===== config.mk =====
export PLATFORM = sky130hd
export DESIGN_NAME = fetch_seq
export DESIGN_NICKNAME = d
export VERILOG_FILES = /design/src/rtl/mips_pkg.sv /design/src/rtl/npc_calc.sv /design/src/rtl/fetch_seq.sv
export SDC_FILE = /design/constraint.sdc
export NUM_CORES = 1
export LEC_CHECK = 0
export ABC_AREA = 1
export CAP_MARGIN = 20
export CORE_MARGIN = 2
export CORE_UTILIZATION = 56
export DETAILED_ROUTE_END_ITERATION = 10
export GPL_TIMING_DRIVEN = 0
export HOLD_SLACK_MARGIN = 0.12
export PLACE_DENSITY = 0.87
export SLEW_MARGIN = 20
export SYNTH_ARGS = -nofsm -noshare
export SYNTH_HDL_FRONTEND = slang
export SYNTH_HIERARCHICAL = 1
export SYNTH_SLANG_ARGS = --single-unit

===== constraint.sdc =====
create_clock -name clk -period 4.88 [get_ports clk]
set_clock_uncertainty 0.05 [all_clocks]
set_input_delay 0.732 -clock clk [delete_from_list [all_inputs] [get_ports clk]]
set_output_delay 0.732 -clock clk [all_outputs]
set_load 0.02 [all_outputs]

===== src/rtl/mips_pkg.sv =====
// Shared definitions for the MIPS front end: fetch FSM states, next-PC
// select codes and the default reset vector.
package mips_pkg;

  localparam int unsigned XLEN    = 32;
  localparam int unsigned SEL_W   = 2;

  localparam logic [XLEN-1:0] RESET_PC_DEFAULT = 32'h0000_3000;

  typedef enum logic [1:0] {
    ST_FETCH = 2'd0,
    ST_VALID = 2'd1,
    ST_HALT  = 2'd2,
    ST_ERR   = 2'd3
  } fetch_state_e;

  localparam logic [SEL_W-1:0] NPC_SEQ = 2'b00;
  localparam logic [SEL_W-1:0] NPC_BR  = 2'b01;
  localparam logic [SEL_W-1:0] NPC_J   = 2'b10;
  localparam logic [SEL_W-1:0] NPC_JR  = 2'b11;

endpackage


===== src/rtl/npc_calc.sv =====
// Combinational next-PC from the held instruction and its address, plus a
// flag for word-misaligned targets.
module npc_calc
  import mips_pkg::*;
(
  input  logic [XLEN-1:0]  inst,
  input  logic [XLEN-1:0]  inst_pc,
  input  logic [SEL_W-1:0] npc_sel,
  input  logic [XLEN-1:0]  jr_target,
  output logic [XLEN-1:0]  npc_c,
  output logic             misaligned_c
);

  logic [XLEN-1:0] w_p4;
  logic [XLEN-1:0] w_br_off;
  logic            w_unused;

  assign w_p4     = inst_pc + XLEN'(4);
  assign w_br_off = {{14{inst[15]}}, inst[15:0], 2'b00};
  // opcode bits are decoded elsewhere
  assign w_unused = ^inst[31:26];

  always_comb begin
    npc_c = w_p4;
    case (npc_sel)
      NPC_SEQ: npc_c = w_p4;
      NPC_BR:  npc_c = w_p4 + w_br_off;
      NPC_J:   npc_c = {w_p4[31:28], inst[25:0], 2'b00};
      NPC_JR:  npc_c = jr_target;
      default: npc_c = w_p4;
    endcase
  end

  assign misaligned_c = (npc_c[1:0] != 2'b00);

endmodule


===== src/rtl/fetch_seq.sv =====
// Instruction-fetch sequencer: owns the PC, runs the req/ack port into
// instruction memory and holds each word until decode consumes it.
module fetch_seq
  import mips_pkg::*;
#(
  parameter logic [XLEN-1:0] RESET_PC = RESET_PC_DEFAULT
) (
  input  logic             clk,
  input  logic             rst_n,
  output logic             im_req,
  output logic [XLEN-1:0]  im_addr,
  input  logic             im_ack,
  input  logic [XLEN-1:0]  im_rdata,
  output logic             inst_valid,
  output logic [XLEN-1:0]  inst,
  output logic [XLEN-1:0]  inst_pc,
  input  logic             inst_ready,
  input  logic [SEL_W-1:0] npc_sel,
  input  logic [XLEN-1:0]  jr_target,
  input  logic             halt_req,
  input  logic             resume,
  output logic             halted,
  output logic             fetch_err,
  output logic [XLEN-1:0]  err_pc,
  output logic [XLEN-1:0]  retired
);

  fetch_state_e    r_state;
  fetch_state_e    w_state_nxt;

  logic [XLEN-1:0] r_pc;
  logic [XLEN-1:0] r_inst;
  logic [XLEN-1:0] r_inst_pc;
  logic [XLEN-1:0] r_err_pc;
  logic [XLEN-1:0] r_retired;
  logic            r_fetch_err;
  logic            r_im_req;
  logic            r_inst_valid;
  logic            r_halted;

  logic [XLEN-1:0] w_npc;
  logic            w_misaligned;
  logic            w_latch;
  logic            w_consume;
  logic            w_pc_ld;
  logic            w_err_set;
  logic [XLEN-1:0] w_err_val;

  npc_calc u_npc_calc (
    .inst         (r_inst),
    .inst_pc      (r_inst_pc),
    .npc_sel      (npc_sel),
    .jr_target    (jr_target),
    .npc_c        (w_npc),
    .misaligned_c (w_misaligned)
  );

  always_ff @(posedge clk or negedge rst_n) begin
    if (!rst_n) r_state <= ST_FETCH;
    else        r_state <= w_state_nxt;
  end

  // Next state and datapath load enables; halt outranks a misaligned target.
  always_comb begin
    w_state_nxt = r_state;
    w_latch     = 1'b0;
    w_consume   = 1'b0;
    w_pc_ld     = 1'b0;
    w_err_set   = 1'b0;
    w_err_val   = r_err_pc;
    case (r_state)
      ST_FETCH: begin
        if (im_ack) begin
          w_latch     = 1'b1;
          w_state_nxt = ST_VALID;
        end
      end
      ST_VALID: begin
        if (inst_ready) begin
          w_consume = 1'b1;
          if (halt_req) begin
            w_pc_ld     = 1'b1;
            w_state_nxt = ST_HALT;
          end else if (w_misaligned) begin
            w_err_set   = 1'b1;
            w_err_val   = w_npc;
            w_state_nxt = ST_ERR;
          end else begin
            w_pc_ld     = 1'b1;
            w_state_nxt = ST_FETCH;
          end
        end
      end
      ST_HALT: begin
        if (resume) begin
          if (r_pc[1:0] != 2'b00) begin
            w_err_set   = 1'b1;
            w_err_val   = r_pc;
            w_state_nxt = ST_ERR;
          end else begin
            w_state_nxt = ST_FETCH;
          end
        end
      end
      ST_ERR:  w_state_nxt = ST_ERR;
      default: w_state_nxt = ST_ERR;
    endcase
  end

  always_ff @(posedge clk or negedge rst_n) begin
    if (!rst_n) begin
      r_pc         <= RESET_PC;
      r_inst       <= '0;
      r_inst_pc    <= '0;
      r_err_pc     <= '0;
      r_retired    <= '0;
      r_fetch_err  <= 1'b0;
      r_im_req     <= 1'b1;
      r_inst_valid <= 1'b0;
      r_halted     <= 1'b0;
    end else begin
      if (w_latch) begin
        r_inst    <= im_rdata;
        r_inst_pc <= r_pc;
      end
      if (w_consume) r_retired <= r_retired + XLEN'(1);
      if (w_pc_ld)   r_pc      <= w_npc;
      if (w_err_set) begin
        r_err_pc    <= w_err_val;
        r_fetch_err <= 1'b1;
      end
      // Status flags track the state being entered so they stay registered.
      r_im_req     <= (w_state_nxt == ST_FETCH);
      r_inst_valid <= (w_state_nxt == ST_VALID);
      r_halted     <= (w_state_nxt == ST_HALT);
    end
  end

  assign im_req     = r_im_req;
  assign im_addr    = r_pc;
  assign inst_valid = r_inst_valid;
  assign inst       = r_inst;
  assign inst_pc    = r_inst_pc;
  assign halted     = r_halted;
  assign fetch_err  = r_fetch_err;
  assign err_pc     = r_err_pc;
  assign retired    = r_retired;

endmodule


==> parameters.txt <==
Parameter                              Value

Global route
  Wire length of the first global-routing pass ... 61700 um
  Met1 layer usage reported by global route ... 0.510
  Met3 Track Usage GR ... 0.0824
  Largest net degree at the start of global routing ... 89
  GR peak layer ... met2
  Met2 usage in global routing ... 0.564
  Vias in the first global route ... 11100
  Number of antenna violations at the first check in global routing ... 0
  GRT Util Overall ... 0.375
  Leftover overflow at the end of global routing ... 0

Placed design
  Detailed Place HPWL ... 30900 um
  Pre-CTS setup slack ... 1.02 ns
  Dpl cells ... 2021
  Cell area after placement ... 13900 um^2
  GP Congestion ... 0.993
  Count of buffers from port buffering ... 235

Worst setup path
  Top cell by count, worst path ... sky130_fd_sc_hd__nand2_1
  Critical path's largest stage delay ... 0.52 ns
  Largest fanout of any net on the critical path ... 6
  Startpoint type of the worst setup path ... flip-flop
  WS Path Type ... reg -> reg
  Type of destination of the critical path ... flip-flop
  Buf+Inv Stages, Crit Path ... 3
  Crit path DAT ... 4.40 ns
  Largest delay contributor family on the critical path ... simple AND/OR/NAND/NOR gates
  Required arrival time at the worst endpoint ... 5.17 ns
  CP max stage cell ... sky130_fd_sc_hd__dfrtp_1
  Series of cell instances along the critical path ... ha_1 > nand2_1 > inv_1 > nand2_1 > nor2_1 > xnor2_1 > inv_1 > ha_1 > nand2_1 > nor2_1 > a21oi_1 > nand2_1 > nand2_1 > nand2_1 > nand2_1 > nand3_1 > nand3_1 > inv_1 > o21ai_0 > nand3_1 > nand2_1

Final layout
  FF/Latch Area ... 4160 um^2
  Synthesis-to-layout area growth ... 29.9%
  Area of combinational cells with multiple inputs ... 6030 um^2
  Share of final-layout standard cells stronger than drive strength 1 ... 0.0956
  Finished Cell Area ... 14500 um^2
  Number of inserted diodes ... 0
  Final non-filler cell total ... 2053
  Fillers ... 1527
  Net total in the final layout ... 1889

Pwr
  Share of total power in sequential cells ... 0.266
  Clock group share of total power ... 0.156
  Net switching fraction of the power ... 0.498
  Logic pwr share ... 0.578
  Power density relative to cell area ... 647 nW/um^2
  Internal power consumption ... 4.73 mW
  VDD IR-drop max ... 0.000417 V
  Leak ... 7.07 nW
  P_sw ... 4.69 mW

Floorplanning
  IO Pins ... 236
  Die Width ... 145 um
  Die Area ... 21100 um^2
  Starting Density ... 0.573
  Row Count ... 51
  Area of the core ... 19500 um^2
  Chip height ... 145 um

Yosys
  Synthesis warning total ... 6
  Top flip-flop cell by instance count after synthesis ... sky130_fd_sc_hd__dfrtp_1
  Share of synthesized registers carrying an async set or reset ... 1.00
  EDFF count, synth ... 0
  Instance count of the mapped netlist ... 1520
  Post-synthesis cell type count ... 49
  Syn Area/Cell ... 7.37 um^2
  Sequential share of the synthesized area ... 0.371
  Netlist area before placement ... 11200 um^2
  Synth Net Count ... 1634
  Number of storage elements in the synthesis netlist ... 166

Routing
  Remaining number of nets flagged by the antenna check after routing ... 0
  Post-Route WL ... 39600 um
  Vias per cell ... 5.64
  Average wire length per cell after detail routing ... 19.3 um
  Detailed-routing iteration count for the pre-antenna-repair pass ... 5
  DRC errors left ... 0
  Via count ... 11600
  Initial detailed-routing violation count ... 1107

CTS
  Count of cells resized by post-cts repair ... 0
  Buffer depth of the longest clock path ... 2
  Post-cts hold buffer count ... 0
  Clock root buffer ... sky130_fd_sc_hd__clkbuf_16
  Number of clock buffers inserted by TritonCTS ... 17
  CTS tree ... yes
  Setup fix buffers added after clock tree synthesis ... 0
  Clock insertion delay at the later pin of the skew report ... 0.45 ns
  Worst-path clk slew ... 0.08 ns
  Maximum level of the CTS H-tree ... 4
  Num Clock Sinks ... 166

Outcome
  Outcome ... complete, no violations

Min path
  Class of the tightest hold or removal check ... in -> async

Timing
  Worst slew slack as a fraction of its limit ... 0.320
  Final Cycle Share ... 0.842
  Count of final max-slew check failures ... 0
  Clock period minus worst slack ... 4.11 ns
  Unrepaired setup endpoints after global routing ... no
  Worst hold slack across all endpoints ... 0.216 ns
  Hold Vio Cnt, Final ... 0
  Post-layout worst setup margin ... 0.771 ns
  Slew @ Worst Pin ... 1.02 ns
  Highest Clock Rate ... 243 MHz
  Final count of negative-setup-slack endpoints ... 0

Run
  Maximum Capacitance Violations ... 0
==> cells in the final DEF (no fill, tap or decap), drive strengths merged, types with 10 or more instances in the layout <==
cell type and instances:
nand3 123, ha 41, nand4 30, nor3 27, clkbuf 29, inv 219, nand2 499, clkdlybuf4s50 234
buf 30, xor2 28, mux2 62, or2 10, nand3b 13, a21oi 26, xnor2 15, o21ai 86
nor2 106, a22o 13, dfrtp 163
==> cells by family (layout without fill, tap and decap cells) <==
family,after synthesis,after routing,share of synthesized area
flip-flops,166,166,0.371
AO/OA/AOI/OAI,143,143,0.0741
AND/OR/NAND/NOR,816,816,0.319
XOR/XNOR,43,43,0.0350
multiplexers,62,62,0.0623
buffers and inverters,248,516,0.0905
adder cells (fa/ha/maj),42,42,0.0476
==> flip-flops by register name, indices dropped and copies added (netlist names), 2 cells and up <==
register	cells
err_pc	32
im_addr	32
inst	32
inst_pc	32
r_state	2
retired	32
==> cell type report <==
cell class / count / area share
flip-flops and latches: 166 / 0.286
repair buffers: 236 / 0.164
clock buffers: 17 / 0.0292
clock inverters: 15 / 0.0144
plain buffers: 40 / 0.0157
well taps: 265 / 0.0228
inverters: 208 / 0.0540
multi-input cells: 1106 / 0.414
==> worst register-to-register path: cells and delay by family (launching register included) <==
family / cells / cell delay (ns)
AND/OR/NAND/NOR: 13 / 2.03
adder cells (fa/ha/maj): 2 / 0.66
AO/OA/AOI/OAI: 2 / 0.23
buffers and inverters: 3 / 0.38
XOR/XNOR: 1 / 0.16
flip-flops: 1 / 0.52
==> worst paths after layout <==
path / start / endpoint / slack (ns) / depth (start not counted)
setup / recovery: inst_pc[2] / err_pc[31] / 0.77 / 21
hold / removal: rst_n / inst[17] / 0.22 / 1
setup reg to reg: inst_pc[2] / err_pc[31] / 0.77 / 21
hold reg to reg: err_pc[0] / err_pc[0] / 0.43 / 2
max in group asynchronous: rst_n / im_req / 3.68 / 2
min in group clk: err_pc[0] / err_pc[0] / 0.43 / 2
==> synth_stat cells, types with 5 or more instances <==
cell                       count  share of area
sky130_fd_sc_hd__nor3_2        6         0.0054
sky130_fd_sc_hd__or2_2         7         0.0039
sky130_fd_sc_hd__nor3_1       19         0.0085
sky130_fd_sc_hd__nor2_1       95          0.032
sky130_fd_sc_hd__nor2_2        7         0.0039
sky130_fd_sc_hd__nand2_1     489           0.16
sky130_fd_sc_hd__o21bai_1      5         0.0034
sky130_fd_sc_hd__a21boi_0      5         0.0034
sky130_fd_sc_hd__dfrtp_1     163           0.36
sky130_fd_sc_hd__o21ai_0      84          0.038
sky130_fd_sc_hd__a21oi_1      26          0.012
sky130_fd_sc_hd__ha_1         41          0.046
sky130_fd_sc_hd__nand3_1     123          0.055
sky130_fd_sc_hd__a22o_1       13          0.010
sky130_fd_sc_hd__xnor2_1      13          0.010
sky130_fd_sc_hd__nand3b_1     13         0.0087
sky130_fd_sc_hd__buf_2        17         0.0076
sky130_fd_sc_hd__mux2_2       62          0.062
sky130_fd_sc_hd__xor2_1       28          0.022
sky130_fd_sc_hd__nand2_2       7         0.0039
sky130_fd_sc_hd__buf_6         6         0.0060
sky130_fd_sc_hd__nand4_1      30          0.017
sky130_fd_sc_hd__inv_1       204          0.068
sky130_fd_sc_hd__clkbuf_1     12         0.0040
==> metal layers <==
| layer | vias to the layer above | part of all wire |
|---|---|---|
| met3 | 114 | 0.097 |
| met2 | 626 | 0.43 |
| met1 | 5454 | 0.42 |
| li1 | 5395 | - |
| met4 | 0 | 0.056 |
| met5 | - | 0 |
==> stage by stage <==
stage	util	total power, mW	TNS (ns)
after CTS	0.745	9.31	0
final	0.745	9.41	0
after floorplan	-	5.60	0
after global placement	0.711	7.68	-618.14
after detailed placement	0.713	7.80	0
after global routing	0.745	9.97	0
==> power by group through the flow <==
stage | Sequential [mW] | Clock [mW] | Combinational, mW
2_1_floorplan | 2.88 | 0 | 2.73
3_3_place_gp | 2.49 | 0 | 5.19
3_5_place_dp | 2.50 | 0 | 5.30
6_report | 2.51 | 1.47 | 5.44
5_1_grt | 2.56 | 1.53 | 5.88
4_1_cts | 2.49 | 1.48 | 5.35
No activity file was read; power rests on OpenSTA's default activity.
